`config.mk`:
```
export PLATFORM = sky130hd
export DESIGN_NAME = nda_scheduler
export DESIGN_NICKNAME = d
export VERILOG_FILES = /design/src/rtl/nda_scheduler_pkg.sv /design/src/rtl/nda_scheduler_rr_arbiter.sv /design/src/rtl/nda_scheduler.sv
export SDC_FILE = /design/constraint.sdc
export NUM_CORES = 1
export LEC_CHECK = 0
export BUFFER_PORTS_ARGS = -buffer_cell sky130_fd_sc_hd__buf_2
export CAP_MARGIN = 10
export CORE_MARGIN = 2
export CORE_UTILIZATION = 35
export CTS_CLUSTER_DIAMETER = 60
export DETAILED_ROUTE_END_ITERATION = 8
export PLACE_DENSITY = 0.57
export SYNTH_ARGS = -nofsm -noshare
export SYNTH_HDL_FRONTEND = slang
export SYNTH_HIERARCHICAL = 1
export SYNTH_SLANG_ARGS = --single-unit
```
`constraint.sdc`:
```
create_clock -name ck -period 2.1 [get_ports ck]
set_input_delay 0.21 -clock ck [delete_from_list [all_inputs] [get_ports ck]]
set_output_delay 0.21 -clock ck [all_outputs]
set_load 0.02 [all_outputs]
```
`src/rtl/nda_scheduler_pkg.sv`:
```
// Shared definitions for the NDA scheduler: state encoding, field-width
// derivation and the tag-field extraction shared with the pick actor.
package nda_scheduler_pkg;

    typedef enum logic {
        ST_ARB   = 1'b0,
        ST_OFFER = 1'b1
    } sched_state_e;

    function automatic int tag_width(input int flux);
        return (flux > 1) ? $clog2(flux) : 1;
    endfunction

    function automatic int cnt_width(input int width, input int flux);
        return width - tag_width(flux);
    endfunction

    // Tag lives in the top bits of a token/result word, above the count field.
    function automatic int unsigned tag_field(input logic [31:0] data, input int width, input int flux);
        return data >> cnt_width(width, flux);
    endfunction

endpackage

```
`src/rtl/nda_scheduler_rr_arbiter.sv`:
```
// Combinational round-robin pick: first requester after last_i, wrapping.
module nda_scheduler_rr_arbiter
    import nda_scheduler_pkg::*;
#(
    parameter int FLUX      = 2,
    parameter int TAG_WIDTH = 1
) (
    input  logic [FLUX-1:0]      req_i,
    input  logic [TAG_WIDTH-1:0] last_i,
    output logic                 valid_o,
    output logic [TAG_WIDTH-1:0] grant_o
);

    logic                 hi_found_s;
    logic                 lo_found_s;
    logic [TAG_WIDTH-1:0] hi_idx_s;
    logic [TAG_WIDTH-1:0] lo_idx_s;

    // Split search: indices above last_i have priority over the wrapped ones.
    always_comb begin
        hi_found_s = 1'b0;
        lo_found_s = 1'b0;
        hi_idx_s   = {TAG_WIDTH{1'b0}};
        lo_idx_s   = {TAG_WIDTH{1'b0}};
        for (int k = 0; k < FLUX; k++) begin
            if (req_i[k] && (TAG_WIDTH'(k) > last_i) && !hi_found_s) begin
                hi_found_s = 1'b1;
                hi_idx_s   = TAG_WIDTH'(k);
            end else if (req_i[k] && (TAG_WIDTH'(k) <= last_i) && !lo_found_s) begin
                lo_found_s = 1'b1;
                lo_idx_s   = TAG_WIDTH'(k);
            end else begin
                hi_found_s = hi_found_s;
            end
        end
        valid_o = hi_found_s | lo_found_s;
        grant_o = hi_found_s ? hi_idx_s : lo_idx_s;
    end

endmodule

```
`src/rtl/nda_scheduler.sv`:
```
// NDA token scheduler for the pick/accumulate actor: offers one flux token at
// a time round-robin, tracks in-flight accumulations and per-flux budgets.
module nda_scheduler
    import nda_scheduler_pkg::*;
#(
    parameter int  FLUX      = 2,
    parameter int  WIDTH     = 8,
    parameter int  TOKW      = 8,
    localparam int TAG_WIDTH = tag_width(FLUX),
    localparam int CW        = cnt_width(WIDTH, FLUX)
) (
    input  logic                 ck,
    input  logic                 rst,
    input  logic                 cfg_wr,
    input  logic [TAG_WIDTH-1:0] cfg_flux,
    input  logic [CW-1:0]        cfg_cnt,
    input  logic [TOKW-1:0]      cfg_tokens,
    input  logic [FLUX-1:0]      flux_req,
    output logic [FLUX-1:0]      nda_empty,
    input  logic [FLUX-1:0]      nda_read,
    output logic [WIDTH-1:0]     nda_data,
    input  logic                 done_wr,
    input  logic [WIDTH-1:0]     done_data,
    output logic [FLUX-1:0]      busy,
    output logic [FLUX-1:0]      exhausted,
    output logic                 sched_idle,
    output logic                 proto_err
);

    sched_state_e         state_q, state_d;
    logic [TAG_WIDTH-1:0] g_q, g_d;
    logic [TAG_WIDTH-1:0] last_q, last_d;
    logic [CW-1:0]        lcnt_q, lcnt_d;
    logic [FLUX-1:0]      busy_q, busy_d;
    logic [FLUX-1:0]      exh_q, exh_d;
    logic                 perr_q, perr_d;
    logic [CW-1:0]        cnt_q [FLUX];
    logic [CW-1:0]        cnt_d [FLUX];
    logic [TOKW-1:0]      tok_q [FLUX];
    logic [TOKW-1:0]      tok_d [FLUX];

    logic [FLUX-1:0]      elig_s;
    logic [FLUX-1:0]      gmask_s;
    logic                 arb_valid_s;
    logic [TAG_WIDTH-1:0] arb_grant_s;
    logic [TAG_WIDTH-1:0] done_tag_s;
    logic                 read_ok_s;

    // Eligibility from registered state only, plus one-hot of the held grant.
    always_comb begin
        elig_s  = {FLUX{1'b0}};
        gmask_s = {FLUX{1'b0}};
        for (int f = 0; f < FLUX; f++) begin
            elig_s[f]  = (cnt_q[f] != {CW{1'b0}}) & flux_req[f] & ~busy_q[f] & ~exh_q[f];
            gmask_s[f] = (g_q == TAG_WIDTH'(f));
        end
    end

    assign done_tag_s = TAG_WIDTH'(tag_field(32'(done_data), WIDTH, FLUX));
    assign read_ok_s  = (state_q == ST_OFFER) && (nda_read == gmask_s);

    nda_scheduler_rr_arbiter #(
        .FLUX      (FLUX),
        .TAG_WIDTH (TAG_WIDTH)
    ) u_arb (
        .req_i   (elig_s),
        .last_i  (last_q),
        .valid_o (arb_valid_s),
        .grant_o (arb_grant_s)
    );

    // Next-state: arbitration/offer FSM, busy/budget bookkeeping, config writes.
    always_comb begin
        state_d = state_q;
        g_d     = g_q;
        last_d  = last_q;
        lcnt_d  = lcnt_q;
        busy_d  = busy_q;
        exh_d   = exh_q;
        cnt_d   = cnt_q;
        tok_d   = tok_q;

        if ((nda_read != {FLUX{1'b0}}) && !read_ok_s) begin
            perr_d = 1'b1;
        end else begin
            perr_d = perr_q;
        end

        if (done_wr) begin
            for (int f = 0; f < FLUX; f++) begin
                if (done_tag_s == TAG_WIDTH'(f)) begin
                    busy_d[f] = 1'b0;
                end else begin
                    busy_d[f] = busy_d[f];
                end
            end
        end else begin
            busy_d = busy_q;
        end

        case (state_q)
            ST_ARB: begin
                if (arb_valid_s) begin
                    state_d = ST_OFFER;
                    g_d     = arb_grant_s;
                    for (int f = 0; f < FLUX; f++) begin
                        if (arb_grant_s == TAG_WIDTH'(f)) begin
                            lcnt_d = cnt_q[f];
                        end else begin
                            lcnt_d = lcnt_d;
                        end
                    end
                end else begin
                    state_d = ST_ARB;
                end
            end
            ST_OFFER: begin
                if (read_ok_s) begin
                    state_d = ST_ARB;
                    last_d  = g_q;
                    busy_d  = busy_d | gmask_s;
                    for (int f = 0; f < FLUX; f++) begin
                        if (gmask_s[f] && (tok_q[f] != {TOKW{1'b0}})) begin
                            tok_d[f] = tok_q[f] - TOKW'(1);
                            exh_d[f] = exh_q[f] | (tok_q[f] == TOKW'(1));
                        end else begin
                            tok_d[f] = tok_q[f];
                        end
                    end
                end else begin
                    state_d = ST_OFFER;
                end
            end
            default: begin
                state_d = ST_ARB;
            end
        endcase

        // Config is applied last so it overrides a same-cycle budget decrement.
        if (cfg_wr) begin
            for (int f = 0; f < FLUX; f++) begin
                if (cfg_flux == TAG_WIDTH'(f)) begin
                    cnt_d[f] = cfg_cnt;
                    tok_d[f] = cfg_tokens;
                    exh_d[f] = 1'b0;
                end else begin
                    cnt_d[f] = cnt_d[f];
                end
            end
        end else begin
            cnt_d = cnt_d;
        end
    end

    // State registers; reset withdraws any pending offer and clears config.
    always_ff @(posedge ck or negedge rst) begin
        if (!rst) begin
            state_q <= ST_ARB;
            g_q     <= {TAG_WIDTH{1'b0}};
            last_q  <= TAG_WIDTH'(FLUX - 1);
            lcnt_q  <= {CW{1'b0}};
            busy_q  <= {FLUX{1'b0}};
            exh_q   <= {FLUX{1'b0}};
            perr_q  <= 1'b0;
            for (int f = 0; f < FLUX; f++) begin
                cnt_q[f] <= {CW{1'b0}};
                tok_q[f] <= {TOKW{1'b0}};
            end
        end else begin
            state_q <= state_d;
            g_q     <= g_d;
            last_q  <= last_d;
            lcnt_q  <= lcnt_d;
            busy_q  <= busy_d;
            exh_q   <= exh_d;
            perr_q  <= perr_d;
            cnt_q   <= cnt_d;
            tok_q   <= tok_d;
        end
    end

    assign nda_empty  = (state_q == ST_OFFER) ? ~gmask_s : {FLUX{1'b1}};
    assign nda_data   = (state_q == ST_OFFER) ? {g_q, lcnt_q} : {WIDTH{1'b0}};
    assign busy       = busy_q;
    assign exhausted  = exh_q;
    assign proto_err  = perr_q;
    assign sched_idle = (state_q == ST_ARB) && (busy_q == {FLUX{1'b0}});

endmodule

```
==> summary.md <==
| Metric | Value |
|---|---|
| Pleak | `0.001311 µW` |
| Non-Filler Instances | `374` |
| Crit path DAT | `between 2 and 2.5 ns` |
| Slew Limit Fails | `0` |
| Grt total ovfl | `0` |
| Largest family of logic cells by synthesized area | `simple AND/OR/NAND/NOR gates` |
| IO Count | `48` |
| DRT iter0 DRCs | `86` |
| First-pass GRT wire length | `8749 µm` |
| Slew HR | `58.93%` |
| Crit path launch type | `flip-flop` |
| CP required | `between 2 and 2.5 ns` |
| Commonest cells after routing, fill and taps aside | `dfrtp_1, nand2_1, buf_2` |
| Mapped Nets | `about 290` |
| Total GRT Usage | `14.94%` |
| Sequential cell area fraction in the yosys report | `46.98%` |
| Post-synthesis adder-cell area fraction | `2.607%` |
| Post-DRT Antenna Nets | `0` |
| Routed len/inst | `around 14 µm` |
| Final setup skew | `roughly 0.0063 ns` |
| HP Class | `in2reg` |
| Total wire length | `5281 µm` |
| Routed wl met3 | `192 µm` |
| Rows | `30` |
| CP bufs+invs | `1` |
| Starting Density | `35.72%` |
| Final period utilization | `94.21%` |
| Largest net degree at the start of global routing | `19` |
| Synthesized netlist cell count | `249` |
| CP max stage cell | `or4_4` |
| Core ar. | `6719 µm²` |
| Most common cell after layout, fill and taps aside | `dfrtp_1` |
| Setup violations, final | `0` |
| Max-cap violations | `0` |
| H-tree depth | `2` |
| Synth-to-layout area growth | `18.20%` |
| Worst-path cell chain | `or4_4, nor4_4, nor4b_2, a21boi_1, buf_4, mux2i_1, o21ai_1` |
| Post-Syn Area | `2400 µm²` |
| Layout cells sized above 1 | `roughly 26%` |
| Post-placement cell count | `364` |
| Critical path class | `reg2reg` |
| Avg Cell Area, Syn | `9.638 µm²` |
| Status | `finished clean` |
| # nets final | `330` |
| Worst skew pair latency | `0.30 ns` |
| Highest clock rate | `0.5054 GHz` |
| CP max stage delay | `between 0.5 and 0.6 ns` |
| Vias in the first global route | `1809` |
| Cts bufs inserted | `5` |
| TritonCTS clock tree | `done` |
| Initial DRT Pass Iterations | `4` |
| Async SR Flop Fraction | `100.0%` |
| Ant. Diodes | `0` |
| CTS Root Cell | `clkbuf_8` |
| Routed met1 length | `2602 µm` |
| Met2 Wirelength | `2412 µm` |
| Crit path capture type | `flip-flop` |
| Synth Register Bits | `45` |
| Synth top area share | `between 40% and 50%` |
| Ranking of synthesized cells by area | `dfrtp_1, nand2_1, a21oi_1, mux2i_1, mux2_2` |
| Number of flops mapped to enable cells by yosys | `0` |
| Pre-CTS WS | `0.07806 ns` |
| Full die area | `7535 µm²` |
| Die height | `86.81 µm` |
| Worst-margin pin slew | `0.6146 ns` |
| Post-Route Setup TNS | `0 ns` |
| Setup ws final | `0.1215 ns` |
| Routability cong. | `0.7550` |
| Clock-pin slew on the worst setup and hold paths | `0.09 ns` |
| Delay-heaviest family, CP | `simple AND/OR/NAND/NOR gates` |
| Ys flop type | `dfrtp_1` |
| CP Max Fanout | `8` |
| Netlist cell types | `51` |
| Antenna violations before repair | `0` |
| DRC Markers | `0` |
| Post-Synth XOR/XNOR Area | `2.920%` |
| Power Density | `994.4 nW/µm²` |
| Sink Count | `45` |
| DP HPWL | `4006 µm` |
| FILL cells | `682` |
| Fin crit period | `1.979 ns` |
| Yosys top cell by area | `dfrtp_1` |
| Vias | `1869` |
| Mux share of post-synthesis cell area | `7.977%` |
| Number of buffers added on ports | `40` |
| Complex-gate fraction of the synthesized area | `13.45%` |
| Final core occ | `42.22%` |
| RSZ-0062 raised after global routing | `true` |
| Simple-gate share of the synthesized area | `22.16%` |
| Chip width | `86.81 µm` |
| Final Hold Viols | `0` |
| Peak VDD IR | `308.1 µV` |
| Clk buf depth | `2` |
| Via density | `4.997` |
| Top Layer Used | `met4` |
| Ys Warns | `6` |
timing repair:
| action | in CTS | in global routing |
|---|---|---|
| setup endpoints to repair | 0 | 9 |
| buffers inserted | 0 | 1 |
| hold buffers | 1 | 0 |
| gates resized for setup | 0 | 9 |
| hold endpoints to repair | 12 | 0 |
area by class of cell:
| cell class | count | area, µm² | share of cell area, % |
|---|---|---|---|
| multi-input cells | 182 | 1210 | 42.66 |
| flip-flops and latches | 45 | 1127 | 39.74 |
| repair buffers | 51 | 285.3 | 10.06 |
| well taps | 80 | 100.1 | 3.529 |
| clock buffers | 7 | 76.32 | 2.691 |
| inverters | 8 | 30.03 | 1.059 |
| clock inverters | 1 | 7.507 | 0.2647 |
Yosys cell counts, drive strengths merged, types with 4 or more instances:
cell type,n
and2,7
o21ai,13
mux2i,9
nand2,41
xor2,4
dfrtp,44
or4,4
a21oi,19
xnor2,4
mux2,9
inv,8
nor2,20
nand2b,5
clkbuf,12
ha,5
kinds of logic after synthesis:
logic type | Yosys count
adder cells (fa/ha/maj) | 5
AO/OA/AOI/OAI | 50
buffers and inverters | 22
multiplexers | 18
flip-flops | 45
AND/OR/NAND/NOR | 101
XOR/XNOR | 8
power breakdown:
group          switching, µW  internal [µW]
clock                    293            236
combinational            578            436
sequential               202           1080
layer usage:
layer  vias up  GRT usage [%]
met5         -              0
met4         0          5.398
met3         6          2.952
met2        34          23.11
met1       872          20.80
li1        957              -
registers in the layout, indices dropped and copies added (netlist names):
register / count
busy: 2
cnt_q: 14
exhausted: 2
g_q: 1
last_q: 1
lcnt_q: 7
proto_err: 1
state_q: 1
tok_q: 16
metrics by stage:
stage | power [µW] | instance area (µm²) | hold slack, ns
4_1_cts | 2825 | 2798 | 0.1042
2_1_floorplan | 1950 | 2400 | -0.08559
3_5_place_dp | 2291 | 2704 | 0.1271
3_3_place_gp | 2266 | 2704 | 0.1219
5_1_grt | 3037 | 2836 | 0.1104
6_report | 2821 | 2836 | 0.1112
worst paths after layout:
check,from,to,slack (ns),cells past startpoint
worst max register to register,cnt_q[9],lcnt_q[4],0.12,7
min in group asynchronous,rst,cnt_q[6],0.33,2
worst min-delay path,cfg_flux,exhausted[1],0.11,2
max in group asynchronous,rst,last_q,1.19,3
worst min register to register,lcnt_q[5],lcnt_q[5],0.48,2
worst max-delay path,cnt_q[9],lcnt_q[4],0.12,7
Power figures use the tool's default switching activity.
